`src/rtl/event_encoder.sv`:
```
// Sequential N-to-log2(N) event encoder: latches request pulses into a pending
// vector and presents the highest pending index over a valid/ready handshake.
module event_encoder #(
  parameter int N = 4,
  parameter int W = 2
) (
  input  logic         clk,
  input  logic         rst,
  input  logic         en_n,
  input  logic [N-1:0] req,
  output logic         out_valid,
  input  logic         out_ready,
  output logic [W-1:0] out_code,
  output logic [N-1:0] pending,
  output logic         overflow,
  input  logic         ovf_clr
);

  localparam logic [0:0] IDLE = 1'b0;
  localparam logic [0:0] HOLD = 1'b1;

  logic [0:0]   state_r;
  logic [0:0]   state_next_s;
  logic         ack_s;
  logic [N-1:0] ack_mask_s;
  logic [N-1:0] cap_s;
  logic [N-1:0] pending_next_s;
  logic         ovf_set_s;
  logic         overflow_next_s;
  logic         valid_next_s;
  logic [W-1:0] code_next_s;

  // Highest set index wins; later loop iterations override lower ones.
  function automatic logic [W-1:0] hi_index(input logic [N-1:0] v);
    logic [W-1:0] idx;
    idx = {W{1'b0}};
    for (int i = 0; i < N; i++) begin
      idx = v[i] ? W'(i) : idx;
    end
    return idx;
  endfunction

  // Capture, acknowledge, overflow and FSM next-state logic.
  always_comb begin
    ack_s           = out_valid & out_ready;
    ack_mask_s      = ack_s ? ({{(N-1){1'b0}}, 1'b1} << out_code) : {N{1'b0}};
    cap_s           = en_n ? {N{1'b0}} : req;
    pending_next_s  = (pending & ~ack_mask_s) | cap_s;
    // A bit being acknowledged this cycle may be re-armed without overflow.
    ovf_set_s       = |(cap_s & pending & ~ack_mask_s);
    overflow_next_s = ovf_set_s | (overflow & ~ovf_clr);
    state_next_s    = state_r;
    valid_next_s    = out_valid;
    code_next_s     = out_code;
    case (state_r)
      IDLE: begin
        if (pending != {N{1'b0}}) begin
          code_next_s  = hi_index(pending);
          valid_next_s = 1'b1;
          state_next_s = HOLD;
        end else begin
          valid_next_s = 1'b0;
          state_next_s = IDLE;
        end
      end
      HOLD: begin
        if (out_ready) begin
          valid_next_s = 1'b0;
          state_next_s = IDLE;
        end else begin
          valid_next_s = 1'b1;
          state_next_s = HOLD;
        end
      end
      default: begin
        valid_next_s = 1'b0;
        state_next_s = IDLE;
      end
    endcase
  end

  // State and output registers with asynchronous clear.
  always_ff @(posedge clk or posedge rst) begin
    if (rst) begin
      state_r   <= IDLE;
      pending   <= {N{1'b0}};
      out_valid <= 1'b0;
      out_code  <= {W{1'b0}};
      overflow  <= 1'b0;
    end else begin
      state_r   <= state_next_s;
      pending   <= pending_next_s;
      out_valid <= valid_next_s;
      out_code  <= code_next_s;
      overflow  <= overflow_next_s;
    end
  end

endmodule

```
`config.mk`:
```
export PLATFORM = sky130hd
export DESIGN_NAME = event_encoder
export DESIGN_NICKNAME = d
export VERILOG_FILES = /design/src/rtl/event_encoder.sv
export SDC_FILE = /design/constraint.sdc
export NUM_CORES = 1
export LEC_CHECK = 0
export ABC_AREA = 1
export CORE_MARGIN = 5
export CORE_UTILIZATION = 30
export CTS_CLUSTER_SIZE = 28
export DETAILED_ROUTE_END_ITERATION = 8
export PLACE_DENSITY = 0.56
export SYNTH_ARGS = -nofsm -noshare
export SYNTH_HDL_FRONTEND = slang
export SYNTH_SLANG_ARGS = --single-unit
```
`constraint.sdc`:
```
create_clock -name clk -period 1.32 [get_ports clk]
set_clock_uncertainty 0.1 [all_clocks]
set_input_delay 0.198 -clock clk [delete_from_list [all_inputs] [get_ports clk]]
set_output_delay 0.198 -clock clk [all_outputs]
set_load 0.01 [all_outputs]
```
==> results by group, run 1 <==
Yosys
  • Xor and xnor area share after synthesis: 0%
  • Synth Instances: 60
  • Cell with the most instances after synthesis: nand2_1
  • Post-Synth Adder-Cell Area: 0%
  • Yosys cell types: 11
  • Top post-synthesis cells by area: dfrtp_1, nand2_1, inv_1
  • Post-synthesis sequential element count: 8
  • Register area share after synthesis: 48.19%
  • Post-synthesis mux area share: 0%
  • Mapped cell area: 415.4 µm²
  • Cell accounting for the most synthesized area: dfrtp_1
  • Syn_area_per_cell: 6.923 µm²
  • Largest family of logic cells by synthesized area: simple AND/OR/NAND/NOR gates
  • Dominant synthesized flop cell: dfrtp_1
  • Synth top cells by count: nand2_1, inv_1, nor2_1
  • Syn_nets: 69
  • Post-synthesis simple-gate area fraction: 34.64%
  • Number of flops mapped to enable cells by yosys: 0
  • FFs w/ async S/R, synth: 100.0%
  • Synth Area in Compound Gates: 7.229%
  • Synth top area share: 48.19%
  • Synth warn: 0

Critical path
  • Top delay family on crit path: flip-flops
  • Worst endpoint required time: 1020 ps
  • Critical path class: reg2out
  • Worst Path Buf+Inv: 1
  • Crit start category: flip-flop
  • CP max stage delay: 400 ps
  • Crit. End Element: primary output
  • Slowest stage cell, crit path: dfrtp_1
  • Largest fanout on the critical path: 4
  • CP cell instances: dlygate4sd2_1
  • Crit path DAT: 940 ps

Clock tree
  • Reg clk slew, reported paths: 60 ps
  • Hold Buf Count CTS: 0
  • CTS Buf Count: 3
  • CTS tree: yes
  • Clk root buf: clkbuf_4
  • Clk buf depth: 2
  • Clk_lat worst skew: 260 ps
  • CTS H-Tree Depth: 1
  • Clock Sinks: 8

Pwr
  • Tot Pwr: 1.258 mW
  • Pwr Density: 1999 mW/mm²
  • Maximum vdd drop: 1.030 mV
  • Leak: 0.3305 nW

Placed design
  • GP Congestion: 0.8226
  • Dpl cell area: 616.8 µm²
  • Place WS: -30.84 ps
  • DP Cell Count: 94
  • I/O Buffers: 16
  • Dpl hpwl: 786 µm

Die
  • DIE HEIGHT: 47.21 µm
  • Total core area: 0.001301 mm²
  • Die area: 0.002229 mm²
  • Row Count: 13
  • Die width: 47.21 µm
  • Initial Util: 31.92%
  • Boundary Pins: 17

Cells and area
  • Final instance area: 629.4 µm²
  • Post-Layout Cell Count: 97
  • Final layout net count: 93
  • Share of cells above drive strength 1: 10.98%
  • P&R area growth vs syn: 51.51%
  • # diodes: 0
  • Fin util: 48.37%

Timing
  • Final worst-path cycle share: 93.96%
  • Fin worst setup slack: 79.71 ps
  • Final Hold Fails: 0
  • Final-report max-slew violation count: 0
  • RSZ-0062 raised after global routing: false
  • Worst Max-Slew Pin Slew: 325.2 ps
  • Max-slew headroom: 78.30%
  • TNS Setup: 0 ps
  • Peak Freq: 806.3 MHz
  • Min cycle time layout: 1240 ps
  • Setup-failing EPs final: 0
  • Hold_ws: 86.00 ps

Flow run
  • Max-cap violations: 0

Drt
  • DRC viols: 0
  • Final wirelength: 1.006 mm
  • Vias after detailed routing: 409
  • Final ANT Viol Nets: 0
  • Avg WL per Cell: 10.37 µm
  • DR vias/cell: 4.216
  • Initial DRC Count: 7
  • Pre-Repair DR Iteration Count: 4

Global routing
  • Gr usage total: 11.42%
  • Initial antenna violation count: 0
  • Number of global-route vias before repair: 384
  • Largest net degree at the start of global routing: 9
  • First-pass GRT wire length: 1.662 mm
  • Grt ovf: 0

Hold path
  • Hold crit path type: in2async

Run status
  • Status: completed
[path summary, 6_finish.rpt]
path | endpoint | start | slack (ps) | cells after the start
max in group asynchronous | state_r | rst | 780 | 2
worst min-delay path | pending[0] | rst | 90 | 2
worst max register to register | overflow | out_code[1] | 170 | 7
min in group clk | pending[0] | pending[0] | 390 | 2
worst min register to register | pending[0] | pending[0] | 390 | 2
worst max-delay path | pending[3] | pending[3] | 80 | 1
[flip-flops by register name (all words and copies together) (netlist names)]
register	cells
pending	4
out_code	2
state_r	1
overflow	1
[layout make-up]
cell class	instances	area (µm²)
Tap cell	15	18.77
Multi-Input combinational cell	41	173.9
Fill cell	146	671.9
Clock buffer	3	22.52
Timing Repair Buffer	19	172.7
Sequential cell	8	200.2
Inverter	11	41.29
[placed cells by master, fill, tap and decap left out, drive strengths merged]
cell type,Yosys,layout
nand2,20,20
inv,10,10
nor2,10,10
clkdlybuf4s50,0,8
dfrtp,8,8
dlygate4sd2,0,8
o21ai,6,6
nand3,4,4
clkbuf,0,3
buf,0,3
clkinv,1,1
nand4,1,1
[power by group]
group | leakage (nW) | internal, mW | switching (mW)
registers | 0.0834 | 0.360 | 0.0706
clock network | 0.0138 | 0.104 | 0.0866
logic | 0.233 | 0.290 | 0.347
[logic make-up after synthesis]
logic type,count (synthesis)
AOI/OAI and AO/OA,6
buffers and inverters,11
DFF,8
and+or+nand+nor,35
[what timing repair did]
action                     4_1_cts  5_1_grt
resized for setup                8        0
buffers inserted                 0        0
setup endpoints to repair        8        0
[metal layers]
layer	vias up	track usage (%)	share of wire (%)
li1	228	-	-
met1	169	14.45	44
met3	2	6.130	7.7
met4	0	6.630	1.8
met2	10	15.18	47
met5	-	0	0
Note: power is estimated with default switching activity, not from simulation.
==> run 2, diff against run 1 <==
- PLACE_DENSITY: 0.56 -> default
==> results by group, run 2 (synthesis gave the netlist of run 1 again) <==
Run status
  • Status: completed (unchanged)

Placed design
  • GP Congestion: 0.7784 (was 0.8226)
  • Dpl hpwl: 792.6 µm (was 786 µm)
  • I/O Buffers: 16 (unchanged)
  • Dpl cell area: 616.8 µm² (unchanged)

Timing
  • Max-slew headroom: 78.36% (was 78.30%)
  • Min cycle time layout: 1239 ps (was 1240 ps)
  • Final-report max-slew violation count: 0 (unchanged)
  • Final worst-path cycle share: 93.88% (was 93.96%)
  • Worst Max-Slew Pin Slew: 324.2 ps (was 325.2 ps)
  • Final Hold Fails: 0 (unchanged)
  • Setup-failing EPs final: 0 (unchanged)
  • RSZ-0062 raised after global routing: false (unchanged)
  • Peak Freq: 806.9 MHz (was 806.3 MHz)

Cells and area
  • Share of cells above drive strength 1: 10.98% (unchanged)
  • # diodes: 0 (unchanged)
  • Final instance area: 629.4 µm² (unchanged)
  • Largest Register: pending (unchanged)
  • Largest register FFs: 4 (unchanged)
  • Final layout net count: 93 (unchanged)
  • P&R area growth vs syn: 51.51% (unchanged)
  • Commonest cells after routing, fill and taps aside: nand2_1, inv_1, nor2_1 (unchanged)
  • Regs by FF count: pending (4), out_code (2) (unchanged)
  • Most common cell after layout, fill and taps aside: nand2_1 (unchanged)

Flow run
  • Max-cap violations: 0 (unchanged)

Global routing
  • Most used routing layer: met1 (was met2)
  • Largest net degree at the start of global routing: 9 (unchanged)
  • Gr usage total: 11.26% (was 11.42%)
  • Initial antenna violation count: 0 (unchanged)
  • Met2 GRT Util: 14.09% (was 15.18%)
  • Met3 Use GR: 8.046% (was 6.130%)
  • First-pass GRT wire length: 1.669 mm (was 1.662 mm)
  • Met1 usage: 14.42% (was 14.45%)
  • Number of global-route vias before repair: 389 (was 384)
  • Grt ovf: 0 (unchanged)

Critical path
  • Crit start category: flip-flop (unchanged)
  • Crit. End Element: primary output (unchanged)
  • Largest fanout on the critical path: 4 (unchanged)
  • CP max stage delay: 400 ps (about the same)
  • Critical path class: reg2out (unchanged)
  • Worst Path Buf+Inv: 1 (unchanged)
  • Crit path DAT: 940 ps (about the same)
  • Worst endpoint required time: 1020 ps (about the same)
  • CP cell instances: dlygate4sd2_1 (unchanged)
  • Slowest stage cell, crit path: dfrtp_1 (unchanged)
  • Top delay family on crit path: flip-flops (unchanged)

Die
  • DIE HEIGHT: 47.21 µm (unchanged)
  • Initial Util: 31.92% (unchanged)
  • Die width: 47.21 µm (unchanged)
  • Row Count: 13 (unchanged)
  • Total core area: 0.001301 mm² (unchanged)
  • Boundary Pins: 17 (unchanged)
  • Die area: 0.002229 mm² (unchanged)

Clock tree
  • Clk_lat worst skew: 260 ps (about the same)
  • Clk root buf: clkbuf_4 (unchanged)
  • CTS tree: yes (unchanged)
  • CTS H-Tree Depth: 1 (unchanged)
  • CTS Buf Count: 3 (unchanged)
  • Clock Sinks: 8 (unchanged)
  • Clk buf depth: 2 (unchanged)
  • Reg clk slew, reported paths: 60 ps (about the same)
  • Setup repair bufs after CTS: 0 (unchanged)
  • Hold Buf Count CTS: 0 (unchanged)

Pwr
  • Pwr Density: 1998 mW/mm² (was 1999 mW/mm²)
  • Tot Pwr: 1.257 mW (was 1.258 mW)
  • Maximum vdd drop: 0.8502 mV (was 1.030 mV)
  • Leak: 0.3305 nW (unchanged)

Drt
  • Vias after detailed routing: 423 (was 409)
  • Pre-Repair DR Iteration Count: 3 (was 4)
  • Final ANT Viol Nets: 0 (unchanged)
  • Final wirelength: 983 µm (was 1.006 mm)
  • Initial DRC Count: 1 (was 7)
  • Avg WL per Cell: 10.13 µm (was 10.37 µm)
  • DRC viols: 0 (unchanged)
  • DR vias/cell: 4.361 (was 4.216)

Hold path
  • Hold crit path type: in2async (unchanged)
[run 2: cell counts in the layout (fill, tap and decap cells not counted)]
Identical to the previous run, type by type.
[run 2: repair_timing]
item | 4_1_cts | 5_1_grt
setup endpoints to repair | 8 | 0
gates resized for setup | 8 | 0
endpoints found under the hold margin | 0 | 0
[run 2: layout make-up]
type | instances | area (µm²)
Clock buffer | 3 | 22.52
Fill cell | 141 | 671.9
Inverter | 11 | 41.29
Multi-Input combinational cell | 41 | 173.9
Sequential cell | 8 | 200.2
Tap cell | 15 | 18.77
Timing Repair Buffer | 19 | 172.7
[run 2: path summary, 6_finish.rpt]
| path | start | end | slack, ps | cells after the start |
|---|---|---|---|---|
| hold reg to reg | pending[0] | pending[0] | 390 | 2 |
| hold / removal | rst | out_code[0] | 80 | 2 |
| min in group clk | pending[0] | pending[0] | 390 | 2 |
| setup / recovery | pending[3] | pending[3] | 80 | 1 |
| max in group asynchronous | rst | pending[3] | 780 | 2 |
| setup reg to reg | out_code[1] | overflow | 150 | 7 |
[run 2: routing by layer]
layer  routed length [µm]  vias to the layer above  share of wire [%]
met5                    0                        -                  0
met4                   12                        0                1.2
met3                  106                        2                 11
met2                  458                       12                 47
met1                  405                      182                 41
li1                     -                      227                  -
[run 2: report_power, final]
part | switching, mW | total (mW) | leakage, nW | internal (mW)
registers | 0.0680 | 0.428 | 0.0834 | 0.360
logic | 0.349 | 0.639 | 0.233 | 0.290
clock network | 0.0862 | 0.190 | 0.0138 | 0.104
total | 0.503 | 1.26 | 0.330 | 0.754
[run 2: per-stage QoR]
step                      instances  hold slack (ps)  setup WS (ps)  setup TNS (ps)  util [%]
after floorplan                  60           -86.34          281.6               0         -
after global placement           94            377.8         -24.17          -24.17     47.40
after detailed placement         94            373.5         -37.81          -37.81     47.40
after CTS                        97            90.13          67.12               0     48.37
after global routing             97            110.1          28.45               0     48.37
final                            97            84.07          80.74               0     48.37
==> RTL edit: new RTL, config.mk and constraints of run 2 <==
`N`: 4 -> 5.
--- a/src/rtl/event_encoder.sv
+++ b/src/rtl/event_encoder.sv
@@ -1,7 +1,7 @@
 // Sequential N-to-log2(N) event encoder: latches request pulses into a pending
 // vector and presents the highest pending index over a valid/ready handshake.
 module event_encoder #(
-  parameter int N = 4,
+  parameter int N = 5,
   parameter int W = 2
 ) (
   input  logic         clk,
Interface: changed (resized pending and req); port bits go from 17 to 19. No check against the original RTL was run, so the function may have changed too.
==> RTL edit against run 2 <==
  * Worst setup slack lost 0.011 ns
  * Area after synthesis grew 14%
  * Final area increased by 17%
  * Routed wire length is 17% higher
  * Worst hold slack gained 0.017 ns
  * Sequential cell count grew 1
  * Largest cell class unchanged
  * Highest routed layer unchanged
Power is not compared: it rests on default switching activity, and its combinational part moved more than twofold at a synthesized area within 25%.
==> RTL edit: results (changes against run 2) <==
- GR met3 Demand/Resource: 4.217% (was 8.046%)
- Nonclk buf count: 24 (was 19)
- Share of cells above drive strength 1: 14.58% (was 10.98%)
- Number of detailed-route iterations in the first pass: 4 (was 3)
- Multi-input logic area: 207.7 µm² (was 173.9 µm²)
- Met3 Wirelength: 101 µm (was 106 µm)
- Post-Route M1 WL: 532 µm (was 405 µm)
- Grt met2 use: 13.98% (was 14.09%)
- Top post-synthesis cells by count: 21 x nand2_1, 11 x nor2_1, 9 x dfrtp_1, 9 x inv_1, 6 x nand3_1 (was 19 x nand2_1, 9 x inv_1, 9 x nor2_1)
- Drt wl/cell: 10.29 µm (was 10.13 µm)
- Synth area leaders: dfrtp_1 47%, nand2_1 17%, nor2_1 8.7% (was dfrtp_1 48%, nand2_1 17%, inv_1 8.1%)
- Reg2Reg Setup Slack: 0.12 ns (was 0.15 ns)
- Status: finished clean (unchanged)
- Gate count of the mapped netlist: 68 (was 60)
- Worst slew pin tran: 0.3406 ns (was 0.3242 ns)
- Cell variety after synth: 12 (was 11)
- Max Fclk: 0.8000 GHz (was 0.8069 GHz)
- Clock network area share: 3.578% (was 3.579%)
- Post-route insts no fill: 112 (was 97)
- Data buffer area share: 29.13% (was 27.44%)
- Worst R2R End: state_r (was overflow)
- Seq cells post-synth: 9 (was 8)
- Via-to-Cell Ratio: 4.357 (was 4.361)
- Synthesized Nets: 78 (was 69)
- M1 GR Usage: 13.68% (was 14.42%)
- Critical Path End: out_valid (was pending[3])
- Worst R2R Start: pending[1] (was out_code[1])
- Comb_multi_in: 48 (was 41)
- First-pass GRT wire length: 1973 µm (was 1669 µm)
- Max FFs per register: 5 (was 4)
- Pre-CTS WS: -0.03979 ns (was -0.03781 ns)
- Post-DP HPWL: 899.8 µm (was 792.6 µm)
- GRT Resource Usage Total: 10.46% (was 11.26%)
- Cell row count: 14 (was 13)
- Port bufs: 18 (was 16)
- Largest registers: pending x5, out_code x2 (was pending x4, out_code x2)
- Met2 Routed Length: 487 µm (was 458 µm)
- Clock buf count: 4 (was 3)
## RTL edit: how the worst min path moves through the flow
| stage | startpoint | endpoint | slack, ns | cells after the start |
|---|---|---|---|---|
| after global routing | rst | pending[4] | 0.14 | 2 |
| after CTS | rst | pending[2] | 0.12 | 2 |
| final | rst | pending[2] | 0.10 | 2 |
| after floorplan | rst | out_code[0] | -0.07 | 1 |
| after global placement | rst | pending[4] | 0.40 | 2 |
| after detailed placement | rst | pending[4] | 0.39 | 2 |
## RTL edit: power by group through the flow
stage / Clock (mW) / Combinational, mW / Sequential [mW]
detailed placement: 0 / 0.206 / 0.334
global placement: 0 / 0.206 / 0.332
finish: 0.212 / 0.186 / 0.326
floorplan: 0 / 0.0889 / 0.343
global route: 0.243 / 0.211 / 0.332
CTS: 0.217 / 0.189 / 0.327
## RTL edit: kinds of logic after synthesis
family	after synthesis	synth area share, %
compound gates	7	7.385
buf+inv	11	8.707
flops	9	47.49
simple gates	41	36.41
